==> config.mk <==
export PLATFORM = sky130hd
export DESIGN_NAME = sdram_rw_arbiter
export DESIGN_NICKNAME = d
export VERILOG_FILES = /design/src/rtl/sdram_arb_pkg.sv /design/src/rtl/sdram_arb_credit_counter.sv /design/src/rtl/sdram_rw_arbiter.sv
export SDC_FILE = /design/constraint.sdc
export NUM_CORES = 1
export LEC_CHECK = 0
export ABC_AREA = 1
export CELL_PAD_IN_SITES_DETAIL_PLACEMENT = 0
export CELL_PAD_IN_SITES_GLOBAL_PLACEMENT = 1
export CORE_MARGIN = 5
export CORE_UTILIZATION = 15
export DETAILED_ROUTE_END_ITERATION = 8
export GPL_TIMING_DRIVEN = 0
export PLACE_DENSITY = 0.92
export SYNTH_ARGS = -nofsm -noshare
export SYNTH_HDL_FRONTEND = slang
export SYNTH_SLANG_ARGS = --single-unit
==> constraint.sdc <==
create_clock -name clk -period 2.65 [get_ports clk]
set_input_delay 0.265 -clock clk [delete_from_list [all_inputs] [get_ports clk]]
set_output_delay 0.265 -clock clk [all_outputs]
set_load 0.05 [all_outputs]
==> src/rtl/sdram_arb_pkg.sv <==
// Shared types and defaults for the SDRAM read/write arbiter.
// The grant helper encodes the alternate-on-conflict rule used from IDLE.
package sdram_arb_pkg;

  typedef enum logic [1:0] {
    ST_IDLE  = 2'd0,
    ST_READ  = 2'd1,
    ST_WRITE = 2'd2
  } arb_state_e;

  localparam int ADDR_W_DEF = 24;
  localparam int DATA_W_DEF = 32;

  // Pick the next direction from IDLE; a conflict goes to whoever was not served last.
  function automatic arb_state_e grant_dir(input logic rd_ok, input logic wr_ok,
                                           input logic last_was_write);
    arb_state_e g;
    if (rd_ok && wr_ok) begin
      if (last_was_write) begin
        g = ST_READ;
      end else begin
        g = ST_WRITE;
      end
    end else if (rd_ok) begin
      g = ST_READ;
    end else if (wr_ok) begin
      g = ST_WRITE;
    end else begin
      g = ST_IDLE;
    end
    return g;
  endfunction

endpackage

==> src/rtl/sdram_arb_credit_counter.sv <==
// Up/down count of reads in flight, saturating at 0 and MAX.
// has_credit is low once MAX reads are outstanding.
module sdram_credit_counter #(
  parameter int MAX = 16
) (
  input  logic                       clk,
  input  logic                       reset,
  input  logic                       inc,
  input  logic                       dec,
  output logic [$clog2(MAX+1)-1:0]   count,
  output logic                       has_credit
);

  localparam int CW = $clog2(MAX + 1);
  localparam logic [CW-1:0] MAX_C = CW'(MAX);

  logic [CW-1:0] count_r;

  // Count register; simultaneous inc and dec cancel.
  always_ff @(posedge clk) begin
    if (reset) begin
      count_r <= {CW{1'b0}};
    end else begin
      case ({inc, dec})
        2'b10: begin
          if (count_r != MAX_C) begin
            count_r <= count_r + CW'(1);
          end else begin
            count_r <= count_r;
          end
        end
        2'b01: begin
          if (count_r != {CW{1'b0}}) begin
            count_r <= count_r - CW'(1);
          end else begin
            count_r <= count_r;
          end
        end
        default: count_r <= count_r;
      endcase
    end
  end

  assign count      = count_r;
  assign has_credit = (count_r < MAX_C);

endmodule

==> src/rtl/sdram_rw_arbiter.sv <==
// Arbitrates one Avalon-MM SDRAM master between a read and a write requester,
// limiting reads in flight and bounding same-direction runs.
module sdram_rw_arbiter
  import sdram_arb_pkg::*;
#(
  parameter int ADDR_W          = ADDR_W_DEF,
  parameter int DATA_W          = DATA_W_DEF,
  parameter int MAX_OUTSTANDING = 16,
  parameter int READ_BURST      = 8,
  parameter int WRITE_BURST     = 4
) (
  input  logic                                   clk,
  input  logic                                   reset,
  input  logic                                   rd_req,
  input  logic [ADDR_W-1:0]                      rd_addr,
  output logic                                   rd_ack,
  output logic [DATA_W-1:0]                      rd_data,
  output logic                                   rd_valid,
  input  logic                                   wr_req,
  input  logic [ADDR_W-1:0]                      wr_addr,
  input  logic [DATA_W-1:0]                      wr_data,
  output logic                                   wr_ack,
  output logic [ADDR_W-1:0]                      av_address,
  output logic                                   av_read,
  output logic                                   av_write,
  output logic [DATA_W-1:0]                      av_writedata,
  input  logic [DATA_W-1:0]                      av_readdata,
  input  logic                                   av_readdatavalid,
  input  logic                                   av_waitrequest,
  output logic [$clog2(MAX_OUTSTANDING+1)-1:0]   outstanding,
  output logic [1:0]                             state_o
);

  localparam int OUT_W     = $clog2(MAX_OUTSTANDING + 1);
  localparam int BURST_MAX = (READ_BURST > WRITE_BURST) ? READ_BURST : WRITE_BURST;
  localparam int BW        = $clog2(BURST_MAX + 1);
  localparam logic [BW-1:0] RD_LIM = BW'(READ_BURST);
  localparam logic [BW-1:0] WR_LIM = BW'(WRITE_BURST);

  arb_state_e        state_r, state_nx_s;
  logic [BW-1:0]     burst_r, burst_nx_s, burst_inc_s;
  logic              last_wr_r, last_wr_nx_s;
  logic              has_credit_s, rd_eligible_s;
  logic              rd_ack_s, wr_ack_s, av_read_s, av_write_s;
  logic [ADDR_W-1:0] av_address_s;
  logic [OUT_W-1:0]  count_s;

  sdram_credit_counter #(
    .MAX (MAX_OUTSTANDING)
  ) u_credit (
    .clk        (clk),
    .reset      (reset),
    .inc        (rd_ack_s),
    .dec        (av_readdatavalid),
    .count      (count_s),
    .has_credit (has_credit_s)
  );

  // Eligibility uses the registered count, so returning data cannot free a slot this cycle.
  assign rd_eligible_s = rd_req & has_credit_s;

  // Arbitration state, run length and fairness memory.
  always_ff @(posedge clk) begin
    if (reset) begin
      state_r   <= ST_IDLE;
      burst_r   <= {BW{1'b0}};
      last_wr_r <= 1'b1;
    end else begin
      state_r   <= state_nx_s;
      burst_r   <= burst_nx_s;
      last_wr_r <= last_wr_nx_s;
    end
  end

  // Next state plus the combinational command/ack outputs.
  always_comb begin
    state_nx_s   = state_r;
    burst_nx_s   = burst_r;
    last_wr_nx_s = last_wr_r;
    burst_inc_s  = burst_r;
    av_read_s    = 1'b0;
    av_write_s   = 1'b0;
    rd_ack_s     = 1'b0;
    wr_ack_s     = 1'b0;
    av_address_s = rd_addr;
    case (state_r)
      ST_IDLE: begin
        state_nx_s = grant_dir(rd_eligible_s, wr_req, last_wr_r);
        if (state_nx_s != ST_IDLE) begin
          burst_nx_s   = {BW{1'b0}};
          last_wr_nx_s = (state_nx_s == ST_WRITE);
        end else begin
          burst_nx_s   = burst_r;
        end
      end
      ST_READ: begin
        av_read_s    = rd_eligible_s;
        av_address_s = rd_addr;
        rd_ack_s     = rd_eligible_s & ~av_waitrequest;
        burst_inc_s  = (burst_r >= RD_LIM) ? RD_LIM : burst_r + BW'(1);
        if (rd_ack_s) begin
          burst_nx_s = burst_inc_s;
          if ((burst_inc_s >= RD_LIM) && wr_req) begin
            state_nx_s = ST_IDLE;
          end else begin
            state_nx_s = ST_READ;
          end
        end else if (!av_read_s) begin
          state_nx_s = ST_IDLE;
        end else begin
          state_nx_s = ST_READ;
        end
      end
      ST_WRITE: begin
        av_write_s   = wr_req;
        av_address_s = wr_addr;
        wr_ack_s     = wr_req & ~av_waitrequest;
        burst_inc_s  = (burst_r >= WR_LIM) ? WR_LIM : burst_r + BW'(1);
        if (wr_ack_s) begin
          burst_nx_s = burst_inc_s;
          if ((burst_inc_s >= WR_LIM) && rd_eligible_s) begin
            state_nx_s = ST_IDLE;
          end else begin
            state_nx_s = ST_WRITE;
          end
        end else if (!av_write_s) begin
          state_nx_s = ST_IDLE;
        end else begin
          state_nx_s = ST_WRITE;
        end
      end
      default: begin
        state_nx_s = ST_IDLE;
        burst_nx_s = {BW{1'b0}};
      end
    endcase
  end

  assign rd_ack       = rd_ack_s;
  assign wr_ack       = wr_ack_s;
  assign av_read      = av_read_s;
  assign av_write     = av_write_s;
  assign av_address   = av_address_s;
  assign av_writedata = wr_data;
  assign rd_data      = av_readdata;
  assign rd_valid     = av_readdatavalid;
  assign outstanding  = count_s;
  assign state_o      = state_r;

endmodule
Word level (Yosys, flattened, before mapping)
Index checks and enable logic that the tools add are counted.
Storage, ports and cells
  word-level logic and storage cells: 62
  output and inout port bits: 100
  register bits: 12
  input bits: 118
Cells by class
  add/subtract/negate cells: 3
  multiplexer cells: 25
  equal/unequal tests: 11
  bitwise operators: 4
  magnitude comparators: 5
  reduce and logical (&&, ||, !) cells: 10
Operators by type and width (count)
  $mux 24: 1
  $mux 4: 5
  $mux 2: 8
  $pmux 4 s3: 1
  $mux 5: 2
  $pmux 5 s2: 1
  $ge 4x3->1 const B: 2
  $ge 4x4->1 const B: 2
  $eq 2x2->1 const B: 3
  $mux 1: 6
  $ne 2x2->1 const B: 3
  $pmux 2 s3: 1
  $reduce_and 3->1: 2
  $add 5x1->5 const B: 1
  $lt 5x5->1 const B: 1
  $ne 5x5->1 const B: 1
  $reduce_bool 5->1: 1
  $sub 5x1->5 const B: 1
  $add 4x1->4 const B: 1
  $eq 2x1->1 const B: 2
  $ne 2x1->1 const B: 2
  $reduce_bool 2->1: 2
  $and 1x1->1: 3
  $logic_and 1x1->1: 3
  3 further kinds: 3

Depth between registers and ports, before layout
Gate-level depths: netlist of the first run.
  depth after elaboration: 8
  depth in mapped cells: 19
  mapped depth without buffers: 19

Modules after synthesis
From an unflattened synthesis of the first run, not the netlist that was laid out.
Unflattened totals
  cell total of the unflattened synthesis: 299
  area total of the unflattened synthesis: 1767.9 um^2
Modules (own cells, without submodules)
  sdram_rw_arbiter: seq. area each 140.1 um^2, cells each 227, area an instance 1336.3 um^2, instances 1
  sdram_credit_counter: seq. area each 100.1 um^2, cells each 72, area an instance 431.7 um^2, instances 1

Worst setup path before layout of the first run
No wires, ideal clock.
  kind: register -> register
  start: register state_r[0] (netlist: state_o[0])
  end: register u_credit.count_r[4] (netlist: u_credit.count[4])
  arrival time: 3.030 ns
  stages on the path, launching flop included: 18
  data required time: 2.580 ns
  library setup time: 0.070 ns
  setup slack: -0.450 ns
  period minus slack after synthesis: 3.100 ns
  path buffers: 0
  cells stage by stage: dfxtp_1 ha_1 inv_1 nor2_1 inv_1 ha_1 inv_1 nand2_1 nand2_1 ha_1 inv_1 nand2_1 nand3_1 nand2_1 nand2_1 nand2_1 nand2_1 a21oi_1
On the way
  cells in the longest elaborated chain, start to end: 5
  elaborated cells between the ends (all ways): 9
  classes of those cells: eq/ne: 5; mux: 2; reduce/logical: 2
Ends and longest elaborated chain
  start, declared: RTL line sdram_rw_arbiter.sv:40  | arb_state_e state_r, state_nx_s;
  start signal, assigned: RTL line sdram_rw_arbiter.sv:69  | state_r <= state_nx_s;
  $eq 2x1->1 *
  $mux 1 *: RTL line sdram_rw_arbiter.sv:86  | case (state_r)
  via rd_ack: RTL line sdram_rw_arbiter.sv:16  | output logic rd_ack,
  $eq 2x1->1 or $eq 2x2->1 (tied branches): RTL line sdram_arb_credit_counter.sv:24  | case ({inc, dec})
  $ne 2x1->1 (no line) or $reduce_bool 2->1 (tied branches)
  $reduce_and 3->1 (no line)
  end signal, assigned: RTL line sdram_arb_credit_counter.sv:22  | count_r <= {CW{1'b0}};
  end signal, assigned: RTL line sdram_arb_credit_counter.sv:27  | count_r <= count_r + CW'(1);
  end signal, assigned: RTL line sdram_arb_credit_counter.sv:29  | count_r <= count_r;
  end, declared: RTL line sdram_arb_credit_counter.sv:17  | logic [CW-1:0] count_r;
The timed path passes the listed nets; every way through them passes the cells marked *.
A chain may end at the register's enable or synchronous reset.

Final worst setup path of the first run
  start: register state_r[0] (netlist: state_o[0])
  end: output port av_address[22]
On the way
  cells in the longest elaborated chain, start to end: 2
Ends and longest elaborated chain
  $eq 2x2->1
  $mux 24: RTL line sdram_rw_arbiter.sv:86
  end, declared: RTL line sdram_rw_arbiter.sv:23  | output logic [ADDR_W-1:0] av_address,
Every way passes these cells.

==> results of run 1 <==
per-layer routing:
layer | up-vias | share of wire | track usage
li1 | 1123 | - | -
met1 | 962 | 0.34 | 0.0796
met2 | 124 | 0.50 | 0.155
met3 | 3 | 0.15 | 0.0233
met4 | 0 | 0.0058 | 0.0161
met5 | - | 0 | 0
critical path: cells and delay by family (launching register included):
family | cells | cell delay (ps)
adder cells (fa/ha/maj) | 1 | 220
buffers and inverters | 4 | 1260
flip-flops | 1 | 370
AND/OR/NAND/NOR | 2 | 170
sequential cells by signal, indices dropped and copies added (netlist names):
register,flops
burst_r,4
last_wr_r,1
state_o,2
u_credit.count,5
worst max-delay path by stage:
stage / start / end / slack [ps] / cells past startpoint
after floorplan: state_o[0]$_SDFF_PP0_ / u_credit.count[4]$_SDFFE_PP0P_ / 20 / 17
after global placement: state_o[0]$_SDFF_PP0_ / av_address[2] / 110 / 8
after detailed placement: state_o[0]$_SDFF_PP0_ / av_address[2] / 100 / 8
after CTS: state_o[0]$_SDFF_PP0_ / av_address[18] / 30 / 7
after global routing: state_o[0]$_SDFF_PP0_ / av_address[5] / 10 / 7
final: state_o[0]$_SDFF_PP0_ / av_address[22] / 130 / 7
cell usage after synthesis:
| library cell | number | share of area |
|---|---|---|
| sky130_fd_sc_hd__o21bai_1 | 1 | 0.0044 |
| sky130_fd_sc_hd__buf_2 | 4 | 0.012 |
| sky130_fd_sc_hd__nand2_2 | 4 | 0.015 |
| sky130_fd_sc_hd__buf_4 | 65 | 0.29 |
| sky130_fd_sc_hd__nand3_1 | 10 | 0.029 |
| sky130_fd_sc_hd__o21ai_2 | 1 | 0.0051 |
| sky130_fd_sc_hd__nor3_1 | 2 | 0.0059 |
| sky130_fd_sc_hd__a21oi_1 | 14 | 0.041 |
| sky130_fd_sc_hd__xor2_1 | 1 | 0.0051 |
| sky130_fd_sc_hd__nor2_1 | 12 | 0.026 |
| sky130_fd_sc_hd__inv_2 | 4 | 0.0088 |
| sky130_fd_sc_hd__o21ai_0 | 5 | 0.015 |
| sky130_fd_sc_hd__o211ai_1 | 1 | 0.0044 |
| sky130_fd_sc_hd__a31o_2 | 1 | 0.0051 |
| sky130_fd_sc_hd__a21oi_2 | 1 | 0.0051 |
| sky130_fd_sc_hd__o21ai_1 | 3 | 0.0088 |
| sky130_fd_sc_hd__inv_1 | 25 | 0.055 |
| sky130_fd_sc_hd__or2_2 | 1 | 0.0037 |
| sky130_fd_sc_hd__a21boi_2 | 1 | 0.0066 |
| sky130_fd_sc_hd__dfxtp_1 | 12 | 0.14 |
| sky130_fd_sc_hd__ha_1 | 11 | 0.081 |
| sky130_fd_sc_hd__clkbuf_1 | 1 | 0.0022 |
| sky130_fd_sc_hd__nand3_2 | 1 | 0.0059 |
| sky130_fd_sc_hd__nand2_1 | 103 | 0.23 |
stage by stage:
| step | cell area [sq um] | util | setup WS, ps |
|---|---|---|---|
| 6_report | 3490 | 0.309 | 129 |
| 5_1_grt | 3490 | 0.309 | 13.6 |
| 4_1_cts | 3480 | 0.309 | 31.7 |
| 3_5_place_dp | 3420 | 0.303 | 99.9 |
| 3_3_place_gp | 3420 | 0.303 | 107 |
| 2_1_floorplan | 1710 | - | 15.4 |
area by class of cell:
class | instances | area, sq um
Tap cell | 143 | 179
Sequential cell | 12 | 240
Timing Repair Buffer | 153 | 1510
Multi-Input combinational cell | 173 | 850
Buffer | 70 | 512
Clock buffer | 4 | 88.8
Fill cell | 1196 | 7780
Inverter | 29 | 109
power by group through the flow:
stage                     sequential [uW]  clock, uW  combinational [uW]
after floorplan                       310          0                 718
after global placement                249          0                1160
after detailed placement              250          0                1170
after CTS                             248        317                1140
after global routing                  252        331                1210
final                                 247        312                1130
cell families after synthesis:
kind of cell | after synthesis | share of synthesized area
simple gates | 133 | 0.313
buf+inv | 99 | 0.364
compound gates | 28 | 0.0955
flops | 12 | 0.141
fa+ha+maj | 11 | 0.0808
xor+xnor | 1 | 0.00514
timing repair:
item                       CTS  global route
pin swaps                    0             0
hold endpoints to repair     0             0
setup endpoints to repair   20             1
gates resized for setup     20             1
==> impl_metrics.env, run 1 <==
export IMPL_tightest_slew_ps=515
export IMPL_vias_per_cell=3.79
export IMPL_clock_skew_ps=3.77
export IMPL_grt_pass1_vias=1993
export IMPL_power_total_uw=1690
export IMPL_wl_per_cell_um=11.2
export IMPL_finish_net_count=571
export IMPL_r2r_worst_path_cells=15
export IMPL_half_perimeter_wire_length_after_placement_um=5760
export IMPL_clk_pin_slew_worst_paths_ps=50
export IMPL_max_cap_violations=0
export IMPL_clk_latency_ps=240
export IMPL_syn2layout_area_growth_pct=105
export IMPL_fin_setup_tns_ps=0
export IMPL_via_count=2212
export IMPL_peakVddDrop_mv=0.285
export IMPL_buffer_ports_inserted=153
export IMPL_worst_slew_margin_relative_to_its_limit=0.655
export IMPL_tritoncts_num_buffers=3
export IMPL_power_density_nw_per_um2=485
export IMPL_antenna_found_initial=0
export IMPL_timing_hold_worst_endpoint="burst_r[1]$_SDFFE_PP0P_"
export IMPL_post_route_period_util=0.951
export IMPL_clock_tree_from_tritoncts="built"
export IMPL_placeableCoreArea_sq_um=11300
export IMPL_crit_type="flop to primary output"
export IMPL_reg2reg_setup_slack_ps=370
export IMPL_leakage_uw=0.00169
export IMPL_post_cts_buffers=0
export IMPL_min_delay_path_depth=2
export IMPL_cts_num_sinks=12
export IMPL_cts_root_to_sink_buffers=2
export IMPL_rsz0062_at_grt="no"
export IMPL_routabilityCongestion=0.767
export IMPL_most_common_layout_cells="sky130_fd_sc_hd__clkdlybuf4s50_1, sky130_fd_sc_hd__nand2_1, sky130_fd_sc_hd__buf_4"
export IMPL_die_area_sq_um=13600
export IMPL_cp_cell_sequence="inv_1 > ha_1 > buf_2 > inv_1 > nand2_1 > nand2_1 > clkdlybuf4s50_1"
export IMPL_grt_start_max_net_pins=11
export IMPL_cp_slowest_cell="sky130_fd_sc_hd__clkdlybuf4s50_1"
export IMPL_worst_hold_path_type="flop to flop"
export IMPL_power_report_internal_total_uw=849
export IMPL_status="completed"
export IMPL_cts_htree_levels=1
export IMPL_finalWirelength_um=6540
export IMPL_hold_start="burst_r[1]$_SDFFE_PP0P_"
export IMPL_reg2reg_to="u_credit.count[2]$_SDFFE_PP0P_"
export IMPL_antenna_diode_count=0
export IMPL_yosys_cell_types_count=24
export IMPL_final_cells=584
export IMPL_dr_pass1_iters=4
export IMPL_final_hold_violation_count=0
export IMPL_pwr_share_comb=0.669
export IMPL_ant_nets=0
export IMPL_postSynthNetCount=413
export IMPL_synth_avg_cell_area_sq_um=6.00
export IMPL_sequentialPowerShare=0.146
export IMPL_synth_area_sq_um=1700
export IMPL_setup_viol=0
export IMPL_slowest_delay_ps=800
export IMPL_cts_hold_buffers=0
export IMPL_reg2reg_from="state_o[1]$_SDFF_PP0_"
export IMPL_cts_root_buf="sky130_fd_sc_hd__clkbuf_16"
export IMPL_endpoint_kind="primary output"
export IMPL_io_pins=218
export IMPL_synth_warning_count=0
export IMPL_grt_use_total=0.0780
export IMPL_layout_cells_most_common="sky130_fd_sc_hd__clkdlybuf4s50_1"
export IMPL_whs_ps=497
export IMPL_crit_arrival_ps=2260
export IMPL_synth_sequential_area_ratio=0.141
export IMPL_dp_cells=580
export IMPL_worst_setup_path_start_kind="flop"
export IMPL_post_route_cells_drive_above_1_share=0.200
export IMPL_switchingPower_uw=840
export IMPL_max_freq_mhz=397
export IMPL_grt_remaining_overflow=0
export IMPL_die_w_um=117
export IMPL_die_y_um=117
export IMPL_initial_core_util=0.151
export IMPL_grt_first_pass_wirelength_um=8870
export IMPL_syn_instance_count=284
export IMPL_placement_rows=39
export IMPL_final_min_clock_period_ps=2520
export IMPL_drt_first_iter_violations=75
export IMPL_synthesis_stage_register_bit_count=12
export IMPL_path_max_fanout=10
export IMPL_clkPwrFrac=0.185
export IMPL_drcViolationCount=0
export IMPL_drv_slew=0
export IMPL_worst_ep_required_time_ps=2380
export IMPL_power_switching_fraction=0.497
Power figures use the tool's default switching activity.
==> inputs of run 2 (changes only) <==
--- a/config.mk
+++ b/config.mk
@@ -12,7 +12,7 @@
 export CORE_UTILIZATION = 15
 export DETAILED_ROUTE_END_ITERATION = 8
 export GPL_TIMING_DRIVEN = 0
-export PLACE_DENSITY = 0.92
+export PLACE_DENSITY_LB_ADDON = 0.1
 export SYNTH_ARGS = -nofsm -noshare
 export SYNTH_HDL_FRONTEND = slang
 export SYNTH_SLANG_ARGS = --single-unit
==> impl_metrics.env, run 2 (synthesis gave the netlist of run 1 again) <==
export IMPL_vias_per_cell=3.64
export IMPL_placement_rows=39
export IMPL_antenna_found_initial=0
export IMPL_status="completed"
export IMPL_post_route_period_util=0.932
export IMPL_drt_first_iter_violations=77
export IMPL_drv_slew=0
export IMPL_grt_remaining_overflow=0
export IMPL_setup_viol=0
export IMPL_via_count=2125
export IMPL_tightest_slew_ps=542
export IMPL_post_cts_buffers=0
export IMPL_clock_skew_ps=4.29
export IMPL_clkPwrFrac=0.185
export IMPL_max_cap_violations=0
export IMPL_final_area_sq_um=3510
export IMPL_cts_hold_buffers=0
export IMPL_whs_ps=497
export IMPL_finish_net_count=571
export IMPL_fin_setup_tns_ps=0
export IMPL_dr_pass1_iters=4
export IMPL_final_min_clock_period_ps=2470
export IMPL_path_max_fanout=10
export IMPL_antenna_diode_count=0
export IMPL_worst_ep_required_time_ps=2380
export IMPL_placeableCoreArea_sq_um=11300
export IMPL_crit_type="flop to primary output"
export IMPL_post_layout_worst_setup_margin_ps=180
export IMPL_worst_hold_path_type="flop to flop"
export IMPL_most_common_layout_cells="sky130_fd_sc_hd__clkdlybuf4s50_1, sky130_fd_sc_hd__nand2_1, sky130_fd_sc_hd__buf_4"
export IMPL_worst_setup_path_start_kind="flop"
export IMPL_cts_num_sinks=12
export IMPL_buffer_ports_inserted=153
export IMPL_io_pins=218
export IMPL_cts_root_to_sink_buffers=2
export IMPL_wl_per_cell_um=11.8
export IMPL_rsz0062_at_grt="no"
export IMPL_cts_htree_levels=1
export IMPL_max_freq_mhz=405
export IMPL_placedInstanceArea_sq_um=3420
export IMPL_clk_latency_ps=240
export IMPL_clock_tree_from_tritoncts="built"
export IMPL_die_y_um=117
export IMPL_drcViolationCount=0
export IMPL_worst_slew_margin_relative_to_its_limit=0.637
export IMPL_finalWirelength_um=6910
export IMPL_layout_cells_most_common="sky130_fd_sc_hd__clkdlybuf4s50_1"
export IMPL_power_report_internal_total_uw=853
export IMPL_sequentialPowerShare=0.145
export IMPL_crit_arrival_ps=2200
export IMPL_grt_start_max_net_pins=11
export IMPL_leakage_uw=0.00171
export IMPL_initial_core_util=0.151
export IMPL_tritoncts_num_buffers=3
export IMPL_clk_pin_slew_worst_paths_ps=40
export IMPL_die_w_um=117
export IMPL_grt_first_pass_wirelength_um=9780
export IMPL_half_perimeter_wire_length_after_placement_um=6010
export IMPL_power_density_nw_per_um2=483
export IMPL_ant_nets=0
export IMPL_pwr_share_comb=0.669
export IMPL_peakVddDrop_mv=0.276
export IMPL_routabilityCongestion=0.719
export IMPL_die_area_sq_um=13600
export IMPL_power_switching_fraction=0.496
export IMPL_switchingPower_uw=841
export IMPL_grt_pass1_vias=1973
export IMPL_endpoint_kind="primary output"
export IMPL_pre_cts_ws_ps=90.8
export IMPL_syn2layout_area_growth_pct=106
export IMPL_largest_reg_flops=5
export IMPL_nFillCells=1250
export IMPL_post_route_cells_drive_above_1_share=0.200
export IMPL_grt_use_total=0.0865
export IMPL_cts_root_buf="sky130_fd_sc_hd__clkbuf_16"
export IMPL_final_hold_violation_count=0
export IMPL_reg2reg_setup_slack_ps=370
run 2: cell count changes in the layout (fill, tap and decap cells not counted):
cell | before | now
sky130_fd_sc_hd__clkdlybuf4s50_1 | 132 | 129
sky130_fd_sc_hd__dlygate4sd2_1 | 20 | 8
sky130_fd_sc_hd__clkdlybuf4s15_1 | 0 | 12
sky130_fd_sc_hd__dlymetal6s2s_1 | 1 | 4
run 2: metrics by stage:
step | total power (uW) | utilization | std cells
6_report | 1690 | 0.311 | 584
5_1_grt | 1810 | 0.311 | 584
4_1_cts | 1720 | 0.309 | 584
3_5_place_dp | 1420 | 0.303 | 580
3_3_place_gp | 1430 | 0.303 | 580
2_1_floorplan | 1030 | - | 284
run 2: per-layer routing:
layer  up-vias  global-route usage  wire [um]
li1       1121                   -          -
met1       887               0.112       2900
met2       115               0.149       3050
met3         2              0.0269        947
met4         0             0.00459         11
met5         -                   0          0
run 2: power groups by stage:
stage          Sequential [uW]  Clock (uW)  Combinational [uW]
2_1_floorplan              310           0                 718
4_1_cts                    248         322                1150
3_3_place_gp               253           0                1180
6_report                   246         314                1130
3_5_place_dp               250           0                1170
5_1_grt                    252         334                1220
run 2: critical path, cell delays in order, from the launching register on:
cell and delay, ps:
sky130_fd_sc_hd__dfxtp_1 380, sky130_fd_sc_hd__inv_1 80, sky130_fd_sc_hd__ha_1 220, sky130_fd_sc_hd__buf_2 190
sky130_fd_sc_hd__inv_1 160, sky130_fd_sc_hd__buf_2 250, sky130_fd_sc_hd__nand2_1 70, sky130_fd_sc_hd__nand2_1 50
sky130_fd_sc_hd__dlygate4sd2_1 550
run 2: final cells by class:
type                            instances  area (sq um)  share of cell area
Inverter                               29           109              0.0310
Tap cell                              143           179              0.0510
Timing Repair Buffer                  153          1530               0.436
Sequential cell                        12           240              0.0684
Clock buffer                            4          88.8              0.0253
Buffer                                 70           512               0.146
Multi-Input combinational cell        173           850               0.242
run 2: path summary, 6_finish.rpt:
check | endpoint | start | cells past startpoint
worst max-delay path | av_address[21] | state_o[0]$_SDFF_PP0_ | 8
worst min-delay path | last_wr_r$_SDFFE_PP1P_ | last_wr_r$_SDFFE_PP1P_ | 2
worst max register to register | u_credit.count[4]$_SDFFE_PP0P_ | state_o[1]$_SDFF_PP0_ | 18
worst min register to register | last_wr_r$_SDFFE_PP1P_ | last_wr_r$_SDFFE_PP1P_ | 2
run 2: timing repair:
action | CTS | global route
cloned | 0 | 0
gates resized for setup | 20 | 16
endpoints found under the setup margin | 20 | 16
==> inputs of run 3 (changes only) <==
--- a/config.mk
+++ b/config.mk
@@ -10,6 +10,7 @@
 export CELL_PAD_IN_SITES_GLOBAL_PLACEMENT = 1
 export CORE_MARGIN = 5
 export CORE_UTILIZATION = 15
+export CTS_CLUSTER_DIAMETER = 120
 export DETAILED_ROUTE_END_ITERATION = 8
 export GPL_TIMING_DRIVEN = 0
 export PLACE_DENSITY_LB_ADDON = 0.1
==> results of run 3 <==
Same layout as run 2: the final DEF is identical, and so are final timing and power.
